--- config.mk ---
export PLATFORM = sky130hd
export DESIGN_NAME = mc_ctrl_fsm
export DESIGN_NICKNAME = d
export VERILOG_FILES = /design/src/rtl/mc_ctrl_pkg.sv /design/src/rtl/mc_ctrl_fsm_alu_op_enc.sv /design/src/rtl/mc_ctrl_fsm.sv
export SDC_FILE = /design/constraint.sdc
export NUM_CORES = 1
export LEC_CHECK = 0
export CAP_MARGIN = 25
export CORE_MARGIN = 2
export CORE_UTILIZATION = 47
export CTS_CLUSTER_DIAMETER = 30
export DETAILED_ROUTE_END_ITERATION = 8
export PLACE_DENSITY = 0.78
export SETUP_SLACK_MARGIN = 0.3
export SYNTH_ARGS = -nofsm -noshare
export SYNTH_HDL_FRONTEND = slang
export SYNTH_SLANG_ARGS = --single-unit
export TNS_END_PERCENT = 10
--- constraint.sdc ---
create_clock -name clk -period 2.5 [get_ports clk]
set_input_delay 0.375 -clock clk [delete_from_list [all_inputs] [get_ports clk]]
set_output_delay 0.375 -clock clk [all_outputs]
set_load 0.05 [all_outputs]
--- src/rtl/mc_ctrl_pkg.sv ---
// Shared constants for the multi-cycle MIPS main control unit:
// opcodes, ALUOp codes, FSM state encoding and the strobe bundle.
package mc_ctrl_pkg;

  localparam logic [5:0] OP_RTYPE = 6'b000000;
  localparam logic [5:0] OP_J     = 6'b000010;
  localparam logic [5:0] OP_BEQ   = 6'b000100;
  localparam logic [5:0] OP_BNE   = 6'b000101;
  localparam logic [5:0] OP_ADDI  = 6'b001000;
  localparam logic [5:0] OP_SLTI  = 6'b001010;
  localparam logic [5:0] OP_SLTIU = 6'b001011;
  localparam logic [5:0] OP_ANDI  = 6'b001100;
  localparam logic [5:0] OP_ORI   = 6'b001101;
  localparam logic [5:0] OP_XORI  = 6'b001110;
  localparam logic [5:0] OP_LW    = 6'b100011;
  localparam logic [5:0] OP_SW    = 6'b101011;

  localparam logic [3:0] ALUOP_ADD   = 4'b0000;
  localparam logic [3:0] ALUOP_BEQ   = 4'b0100;
  localparam logic [3:0] ALUOP_BNE   = 4'b0101;
  localparam logic [3:0] ALUOP_ADDI  = 4'b1000;
  localparam logic [3:0] ALUOP_SLTI  = 4'b1010;
  localparam logic [3:0] ALUOP_SLTIU = 4'b1011;
  localparam logic [3:0] ALUOP_ANDI  = 4'b1100;
  localparam logic [3:0] ALUOP_ORI   = 4'b1101;
  localparam logic [3:0] ALUOP_XORI  = 4'b1110;
  localparam logic [3:0] ALUOP_R     = 4'b1111;

  localparam logic [3:0] ST_FETCH    = 4'd0;
  localparam logic [3:0] ST_DECODE   = 4'd1;
  localparam logic [3:0] ST_MEM_ADDR = 4'd2;
  localparam logic [3:0] ST_MEM_RD   = 4'd3;
  localparam logic [3:0] ST_MEM_WB   = 4'd4;
  localparam logic [3:0] ST_MEM_WR   = 4'd5;
  localparam logic [3:0] ST_R_EXEC   = 4'd6;
  localparam logic [3:0] ST_R_WB     = 4'd7;
  localparam logic [3:0] ST_BRANCH   = 4'd8;
  localparam logic [3:0] ST_JUMP     = 4'd9;
  localparam logic [3:0] ST_I_EXEC   = 4'd10;
  localparam logic [3:0] ST_I_WB     = 4'd11;

  typedef struct packed {
    logic       pc_write;
    logic       pc_write_cond;
    logic       branch_ne;
    logic       iord;
    logic       mem_read;
    logic       mem_write;
    logic       ir_write;
    logic       mem_to_reg;
    logic       reg_dst;
    logic       reg_write;
    logic       alu_src_a;
    logic [1:0] alu_src_b;
    logic       ext_zero;
    logic [1:0] pc_source;
    logic [3:0] alu_op;
    logic       instr_done;
    logic       illegal_op;
  } ctrl_t;

  function automatic logic is_imm_op(input logic [5:0] op);
    return (op == OP_ADDI) || (op == OP_SLTI) || (op == OP_SLTIU) ||
           (op == OP_ANDI) || (op == OP_ORI)  || (op == OP_XORI);
  endfunction

  function automatic logic is_legal_op(input logic [5:0] op);
    return (op == OP_RTYPE) || (op == OP_LW) || (op == OP_SW) ||
           (op == OP_BEQ) || (op == OP_BNE) || (op == OP_J) || is_imm_op(op);
  endfunction

endpackage

--- src/rtl/mc_ctrl_fsm_alu_op_enc.sv ---
// Opcode to ALUOp mapping: R-type gets the funct-decode code, branches and
// immediates pass their low opcode nibble through, everything else adds.
module alu_op_enc
  import mc_ctrl_pkg::*;
(
  input  logic [5:0] opcode,
  output logic [3:0] alu_op
);

  always_comb begin
    alu_op = ALUOP_ADD;
    if (opcode == OP_RTYPE)
      alu_op = ALUOP_R;
    else if (is_imm_op(opcode) || (opcode == OP_BEQ) || (opcode == OP_BNE))
      alu_op = opcode[3:0];
  end

endmodule

--- src/rtl/mc_ctrl_fsm.sv ---
// Main control FSM for the multi-cycle MIPS core: sequences fetch, decode,
// execute, memory and write-back, with a mem_ready hold on every memory access.
module mc_ctrl_fsm
  import mc_ctrl_pkg::*;
#(
  parameter int CNT_W = 32
) (
  input  logic             clk,
  input  logic             rst_n,
  input  logic [5:0]       opcode,
  input  logic             mem_ready,
  output logic             pc_write,
  output logic             pc_write_cond,
  output logic             branch_ne,
  output logic             iord,
  output logic             mem_read,
  output logic             mem_write,
  output logic             ir_write,
  output logic             mem_to_reg,
  output logic             reg_dst,
  output logic             reg_write,
  output logic             alu_src_a,
  output logic [1:0]       alu_src_b,
  output logic             ext_zero,
  output logic [1:0]       pc_source,
  output logic [3:0]       alu_op,
  output logic             instr_done,
  output logic             illegal_op,
  output logic [CNT_W-1:0] instr_cnt,
  output logic [3:0]       state_o
);

  logic [3:0]       state;
  logic [3:0]       next_state;
  logic [3:0]       enc_alu_op;
  logic [CNT_W-1:0] cnt;
  ctrl_t            c;
  ctrl_t            o;

  alu_op_enc u_alu_op_enc (
    .opcode (opcode),
    .alu_op (enc_alu_op)
  );

  always_ff @(posedge clk or negedge rst_n) begin
    if (!rst_n) state <= ST_FETCH;
    else        state <= next_state;
  end

  always_ff @(posedge clk or negedge rst_n) begin
    if (!rst_n)            cnt <= '0;
    else if (c.instr_done) cnt <= cnt + {{(CNT_W-1){1'b0}}, 1'b1};
  end

  always_comb begin
    next_state = ST_FETCH;
    case (state)
      ST_FETCH:    next_state = mem_ready ? ST_DECODE : ST_FETCH;
      ST_DECODE: begin
        if (opcode == OP_RTYPE)                         next_state = ST_R_EXEC;
        else if ((opcode == OP_LW) || (opcode == OP_SW)) next_state = ST_MEM_ADDR;
        else if ((opcode == OP_BEQ) || (opcode == OP_BNE)) next_state = ST_BRANCH;
        else if (opcode == OP_J)                        next_state = ST_JUMP;
        else if (is_imm_op(opcode))                     next_state = ST_I_EXEC;
        else                                            next_state = ST_FETCH;
      end
      ST_MEM_ADDR: next_state = (opcode == OP_LW) ? ST_MEM_RD : ST_MEM_WR;
      ST_MEM_RD:   next_state = mem_ready ? ST_MEM_WB : ST_MEM_RD;
      ST_MEM_WR:   next_state = mem_ready ? ST_FETCH : ST_MEM_WR;
      ST_R_EXEC:   next_state = ST_R_WB;
      ST_I_EXEC:   next_state = ST_I_WB;
      default:     next_state = ST_FETCH;
    endcase
  end

  // Strobes are Moore except the FETCH loads and the MEM_WR retire, which wait on mem_ready.
  always_comb begin
    c = '0;
    case (state)
      ST_FETCH: begin
        c.mem_read  = 1'b1;
        c.alu_src_b = 2'b01;
        c.ir_write  = mem_ready;
        c.pc_write  = mem_ready;
      end
      ST_DECODE: begin
        c.alu_src_b  = 2'b11;
        c.illegal_op = !is_legal_op(opcode);
      end
      ST_MEM_ADDR: begin
        c.alu_src_a = 1'b1;
        c.alu_src_b = 2'b10;
      end
      ST_MEM_RD: begin
        c.iord     = 1'b1;
        c.mem_read = 1'b1;
      end
      ST_MEM_WB: begin
        c.reg_write  = 1'b1;
        c.mem_to_reg = 1'b1;
        c.instr_done = 1'b1;
      end
      ST_MEM_WR: begin
        c.iord       = 1'b1;
        c.mem_write  = 1'b1;
        c.instr_done = mem_ready;
      end
      ST_R_EXEC: begin
        c.alu_src_a = 1'b1;
        c.alu_op    = ALUOP_R;
      end
      ST_R_WB: begin
        c.reg_write  = 1'b1;
        c.reg_dst    = 1'b1;
        c.instr_done = 1'b1;
      end
      ST_BRANCH: begin
        c.alu_src_a     = 1'b1;
        c.alu_op        = enc_alu_op;
        c.pc_write_cond = 1'b1;
        c.pc_source     = 2'b01;
        c.branch_ne     = opcode[0];
        c.instr_done    = 1'b1;
      end
      ST_JUMP: begin
        c.pc_write   = 1'b1;
        c.pc_source  = 2'b10;
        c.instr_done = 1'b1;
      end
      ST_I_EXEC: begin
        c.alu_src_a = 1'b1;
        c.alu_src_b = 2'b10;
        c.ext_zero  = (opcode[3:2] == 2'b11);
        c.alu_op    = enc_alu_op;
      end
      ST_I_WB: begin
        c.reg_write  = 1'b1;
        c.instr_done = 1'b1;
      end
      default: c = '0;
    endcase
  end

  // Reset holds the state at FETCH, so its strobes must be masked explicitly.
  assign o = rst_n ? c : '0;

  assign pc_write      = o.pc_write;
  assign pc_write_cond = o.pc_write_cond;
  assign branch_ne     = o.branch_ne;
  assign iord          = o.iord;
  assign mem_read      = o.mem_read;
  assign mem_write     = o.mem_write;
  assign ir_write      = o.ir_write;
  assign mem_to_reg    = o.mem_to_reg;
  assign reg_dst       = o.reg_dst;
  assign reg_write     = o.reg_write;
  assign alu_src_a     = o.alu_src_a;
  assign alu_src_b     = o.alu_src_b;
  assign ext_zero      = o.ext_zero;
  assign pc_source     = o.pc_source;
  assign alu_op        = o.alu_op;
  assign instr_done    = o.instr_done;
  assign illegal_op    = o.illegal_op;
  assign instr_cnt     = cnt;
  assign state_o       = state;

endmodule

After elaboration in Yosys (flattened, before gate mapping)
Index checks and enable logic that the tools add are counted.
{"block": "op_classes", "add_sub_neg": 1, "reduce_logical": 25, "n_eq_ne": 23, "mux": 29}
{"operator": "== test 6 x 4 -> 1 bit (second input constant)", "n": 6}
{"operator": "adder 32 x 1 -> 32 bit (second input constant)", "n": 1}
{"operator": "2-to-1 mux 4 bit", "n": 7}
{"operator": "case mux 4 bit (7 select lines)", "n": 1}
{"operator": "2-to-1 mux 22 bit", "n": 1}
{"operator": "== test 4 x 3 -> 1 bit (second input constant)", "n": 4}
{"operator": "== test 4 bit (second input constant)", "n": 4}
{"operator": "logical OR 1 bit", "n": 15}
{"operator": "== test 6 x 3 -> 1 bit (second input constant)", "n": 2}
{"operator": "== test 6 bit (second input constant)", "n": 2}
{"operator": "2-to-1 mux 1 bit", "n": 11}
{"operator": "2-to-1 mux 3 bit", "n": 3}
{"operator": "== test 4 x 2 -> 1 bit (second input constant)", "n": 2}
{"operator": "case mux 4 bit (2 select lines)", "n": 1}
{"operator": "OR reduction 2 bit", "n": 4}
{"operator": "== test 6 x 2 -> 1 bit (second input constant)", "n": 1}
{"operator": "logical NOT 6 bit", "n": 1}
{"operator": "case mux 2 bit (3 select lines)", "n": 1}
{"operator": "OR reduction 5 bit", "n": 1}
{"operator": "== test 4 x 1 -> 1 bit (second input constant)", "n": 1}
{"operator": "logical NOT 4 bit", "n": 1}
{"operator": "case mux 1 bit (2 select lines)", "n": 2}
{"operator": "case mux 2 bit (2 select lines)", "n": 1}
{"operator": "OR reduction 4 bit", "n": 1}
{"operator": "4 further kinds", "n": 4}
{"block": "word_totals", "inputBits": 9, "elab_cells": 80, "out_inout_bits": 58, "register_bits": 36}

Logic depth before layout (Yosys ltp)
{"block": "logic_depth", "word_depth": 12, "depth_mapped": 7, "ltp_nobuf": 5}

Hierarchy
A second synthesis with hierarchy kept.
{"block": "hier_totals", "cells_unflattened": 265, "area_unflattened_um2": 2342.2}
{"mod": "mc_ctrl_fsm", "instances": 1, "seq_area_each_um2": 900.9, "area_each_um2": 2232.1, "cells_each": 248}
{"mod": "alu_op_enc", "instances": 1, "seq_area_each_um2": 0.0, "area_each_um2": 110.1, "cells_each": 17}

Worst setup path after synthesis
No wires, ideal clock.
{"block": "synth_timing", "path_type": "reg-to-output", "startpoint": "reg state[3] (netlist: state_o[3])", "endpoint": "out alu_src_a", "path_buffers": 1, "path_stages_with_launch": 4, "required_time_ps": 2125, "slack_ps": -1356, "t_arrival_ps": 3481, "cell_sequence": "dfrtp_1 clkbuf_1 nor2_1 a2111oi_0"}
{"block": "synth_between", "elab_chain_len": 4, "elab_cells_between_ends": 7, "cone_classes": "4 x eq/ne; 2 x mux; 1 x reduce/logical"}
{"element": "start: declaration", "line_no": "mc_ctrl_fsm.sv:33", "text": "logic [3:0] state;"}
{"element": "start signal: assignment", "line_no": "mc_ctrl_fsm.sv:47", "text": "else state <= next_state;"}
{"element": "== test 4 bit, or another cell as far along", "line_no": "mc_ctrl_fsm.sv:79", "text": "case (state)"}
{"element": "OR reduction 4 bit (no line) *"}
{"element": "2-to-1 mux 1 bit *", "line_no": "mc_ctrl_fsm.sv:79"}
{"element": "2-to-1 mux 22 bit *", "line_no": "mc_ctrl_fsm.sv:145", "text": "assign o = rst_n ? c : '0;"}
{"element": "end: declaration", "line_no": "mc_ctrl_fsm.sv:22", "text": "output logic alu_src_a,"}
Every way passes the cells marked *; elsewhere a longest branch is shown, timed or not.

Worst setup path after layout
{"block": "layout_timing", "startpoint": "in opcode[5]", "endpoint": "out alu_op[0]"}
{"block": "layout_between", "elab_chain_len": 12, "elab_cells_between_ends": 20, "cone_classes": "8 x eq/ne; 4 x mux; 8 x reduce/logical"}
{"element": "start: declaration", "line_no": "mc_ctrl_fsm.sv:10", "text": "input logic [5:0] opcode,"}
{"element": "== test 6 x 4 -> 1 bit", "line_no": "mc_ctrl_pkg.sv:63", "text": "return (op == OP_ADDI) || (op == OP_SLTI) || (op == OP_SLTIU) ||"}
{"element": "logical OR 1 bit (3 in series)", "line_no": "mc_ctrl_pkg.sv:63"}
{"element": "logical OR 1 bit (2 in series)", "line_no": "mc_ctrl_pkg.sv:64", "text": "(op == OP_ANDI) || (op == OP_ORI) || (op == OP_XORI);"}
{"element": "logical OR 1 bit (2 in series)", "line_no": "mc_ctrl_fsm_alu_op_enc.sv:14", "text": "else if (is_imm_op(opcode) || (opcode == OP_BEQ) || (opcode == OP_BNE))"}
{"element": "2-to-1 mux 4 bit", "line_no": "mc_ctrl_fsm_alu_op_enc.sv:14"}
{"element": "2-to-1 mux 4 bit *", "line_no": "mc_ctrl_fsm_alu_op_enc.sv:12", "text": "if (opcode == OP_RTYPE)"}
{"element": "case mux 4 bit (2 select lines) *", "line_no": "mc_ctrl_fsm.sv:79"}
{"element": "2-to-1 mux 22 bit *", "line_no": "mc_ctrl_fsm.sv:145"}
{"element": "end: declaration", "line_no": "mc_ctrl_fsm.sv:26", "text": "output logic [3:0] alu_op,"}
Marked as above.

==> summary.md <==
| Metric | Value |
|---|---|
| Worst path arrival time | 1890 ps |
| Worst reg2reg path startpoint | state_o[1] |
| Drt drc | 0 |
| IO Port Bufs | between 60 and 70 |
| Worst path depth | 6 |
| Kind of critical path | input port to output port |
| Starting density of the core | roughly half |
| Unrepaired setup endpoints after global routing | yes |
| Remaining global-route overflow | 0 |
| Post-synth EDFFs | 0 |
| Reg-to-reg slack, setup | 390 ps |
| Top delay family on crit path | buffers and inverters |
| Core Region | between 4000 and 5000 sq um |
| Antenna violation net count after detailed routing | 0 |
| Maximum VDD drop | between 0.0005 and 0.0006 V |
| CTS Buf Count | 5 |
| Top FF cell, synth | dfrtp_1 |
| Fin worst setup slack | between 200 and 250 ps |
| Vias per std cell | roughly 5.5 |
| R2r worst-path depth | 6 |
| Row cnt | 24 |
| Synthesized area | 2120 sq um |
| F_max | 0.442 GHz |
| Post-synth net total | between 200 and 250 |
| Seq cells post-synth | 36 |
| Post-Route WL | approximately 5600 microns |
| Mapped Cells | around 240 |
| Worst path cell trace | clkdlybuf4s50_1, nor2_2, a21boi_1, nand2_1, a21oi_2, buf_12 |
| Vias in the first global route | 1915 |
| Worst-path fanout max | 6 |
| Synthesized area per cell | 9.03 sq um |
| Tcrit/Tclk final | 90.5% |
| P_leak | 1.26 nW |
| Post-DP HPWL | 4020 microns |
| Final Max Tran Viols | 0 |
| Die ar. | 5070 sq um |
| Final Hold Viols | 0 |
| Power Dens Cells | 674 nW/um^2 |
| Yosys warning count | 0 |
| Seq/Total Area, Yosys | 42.5% |
| Worst Skew | 4.38 ps |
| Hold Crit Class | input port to async pin |
| Max_slew headroom | 58.4% |
| Clk root buf | clkbuf_8 |
| Wirelength per Cell | approximately 15 microns |
| Slowest cell on crit path | clkdlybuf4s50_1 |
| Max Root-Sink Buffers | 2 |
| Largest net degree at the start of global routing | 29 |
| Routability cong. | 0.947 |
| Die Height | slightly above 70 microns |
| Area Growth Syn to Fin | 56.2% |
| CTS tree | done |
| Delay of the slowest critical-path stage | 470 ps |
| Clock sinks | 36 |
| Synth cell types | 47 |
| Fraction of layout cells with a size suffix above 1 | 24.5% |
| Outcome | completed |
| Critical Path RT | about 2100 ps |
| Antenna diodes | 0 |
| Skew-Pair Late Insertion Delay | 290 ps |
| Max-cap violations | 0 |
| Vias | 2005 |
| Final setup TNS | 0 ps |
| Slew @ Worst Pin | between 600 and 700 ps |
| Layout Nets | 323 |
| Clock slew at reported path FFs | 70 ps |
| CTS Hold Bufs | 0 |
| WHS | about 35 ps |
| Worst Path Buf+Inv | 2 |
| Critical Path Source Type | input port |
| Pwr Total | 0.00224 W |
| Reg2reg end | instr_cnt[31] |
| Die W | 71.2 microns |
| Ports | 67 |
| Initial antenna violation count | 0 |
| Starting DRT DRC Count | 89 |
| Async SR Flop Fraction | between 90% and 100% |
| Post-Place Worst Slack | 30.2 ps |
| Total track usage | approximately 22% |
| H-tree depth | 2 |
| First-pass GRT wire length | 8930 microns |
| Minimum clock period | about 2300 ps |
| DR pass1 iterations | 4 |
| Setup Viol. Count Final | 0 |
| Setup crit end kind | output port |
## cell type report
type                       instances  area [sq um]
clock buffer                       5          68.8
fill                             283          1040
inverter                           6          22.5
multi-input combinational        182          1230
clock inverter                     3          42.5
timing repair buffer              82           983
tap                               52          65.1
sequential                        36           903
## routing by layer
metal	vias to the layer above	global-route usage (%)	routed length (microns)	part of all wire (%)
li1	982	-	-	-
met4	0	9.22	40	0.72
met1	943	28.6	2460	44
met2	74	35.9	2740	49
met3	6	4.27	319	5.7
met5	-	0	0	0
## power by group
group	leakage [nW]	internal [W]	total, W	switching (W)
Combinational	0.746	0.000397	0.00102	0.000627
Sequential	0.455	0.000628	0.000704	0.0000763
Clock	0.0541	0.000295	0.000508	0.000213
Total	1.26	0.00132	0.00224	0.000916
## worst register-to-register path, cell delays in order, from the launching register on
cell,delay [ps]
dfrtp_2,490
buf_4,180
nand2b_4,100
o211ai_1,210
a2111oi_4,640
nand4_1,210
xnor2_1,170
## cell usage in the layout (no fill, tap or decap), drive strengths merged, types with 3 or more instances in the layout
cell type,count
clkdlybuf4s50,40
buf,39
dfrtp,36
nand2,30
xnor2,25
nor2,25
nand3,14
nand4,12
nor3,11
xor2,7
a21oi,7
inv,6
clkbuf,5
nor4,4
o21ai,4
nor2b,4
mux2i,3
or3,3
nand2b,3
a2111oi,3
## repair_timing
action,CTS,global route
gates resized for setup,10,3
setup buffers,1,3
setup endpoints to repair,6,10
cloned,0,0
pin swaps,1,0
## per-stage QoR
stage,std cells,cell area (sq um),util (%)
2_1_floorplan,235,2190,-
3_3_place_gp,354,3150,72.3
3_5_place_dp,354,3150,72.3
4_1_cts,363,3280,75.4
5_1_grt,366,3310,76.1
6_report,366,3310,76.1
## worst max path at each step
| stage | from | endpoint | slack [ps] |
|---|---|---|---|
| finish | opcode[5] | alu_op[0] | 240 |
| global route | state_o[3] | alu_op[1] | 170 |
| detailed placement | opcode[0] | alu_op[2] | 30 |
| floorplan | state_o[1] | alu_src_b[1] | -60 |
| CTS | opcode[2] | illegal_op | 250 |
| global placement | opcode[0] | alu_op[1] | 70 |
## synthesized netlist by cell type (3+ instances only)
cell	n	area (sq um)
nand3_1	13	65.1
nor3_1	11	55.1
nor4_1	4	25.0
nand2b_1	3	18.8
nand4_1	12	75.1
xor2_1	7	61.3
dfrtp_1	36	901
mux2i_1	3	30.0
buf_4	4	30.0
a21oi_1	7	35.0
nand2_1	29	109
clkbuf_1	6	22.5
nor2_1	25	93.8
nor2b_1	4	25.0
xnor2_1	25	219
inv_1	5	18.8
o21ai_0	3	15.0
## registers in the layout, indices dropped and copies added, names as in the netlist
name,flops
instr_cnt,32
state_o,4
## cell families after synthesis
| logic type | count (synthesis) | synth area share, % |
|---|---|---|
| and+or+nand+nor | 117 | 27.7 |
| DFF | 36 | 42.5 |
| xor gates and xnor gates | 32 | 13.2 |
| AOI/OAI and AO/OA | 29 | 10.9 |
| buffers and inverters | 17 | 3.77 |
| muxes | 3 | 1.42 |
| adders and majority gates | 1 | 0.590 |
Note: power is estimated with default switching activity, not from simulation.
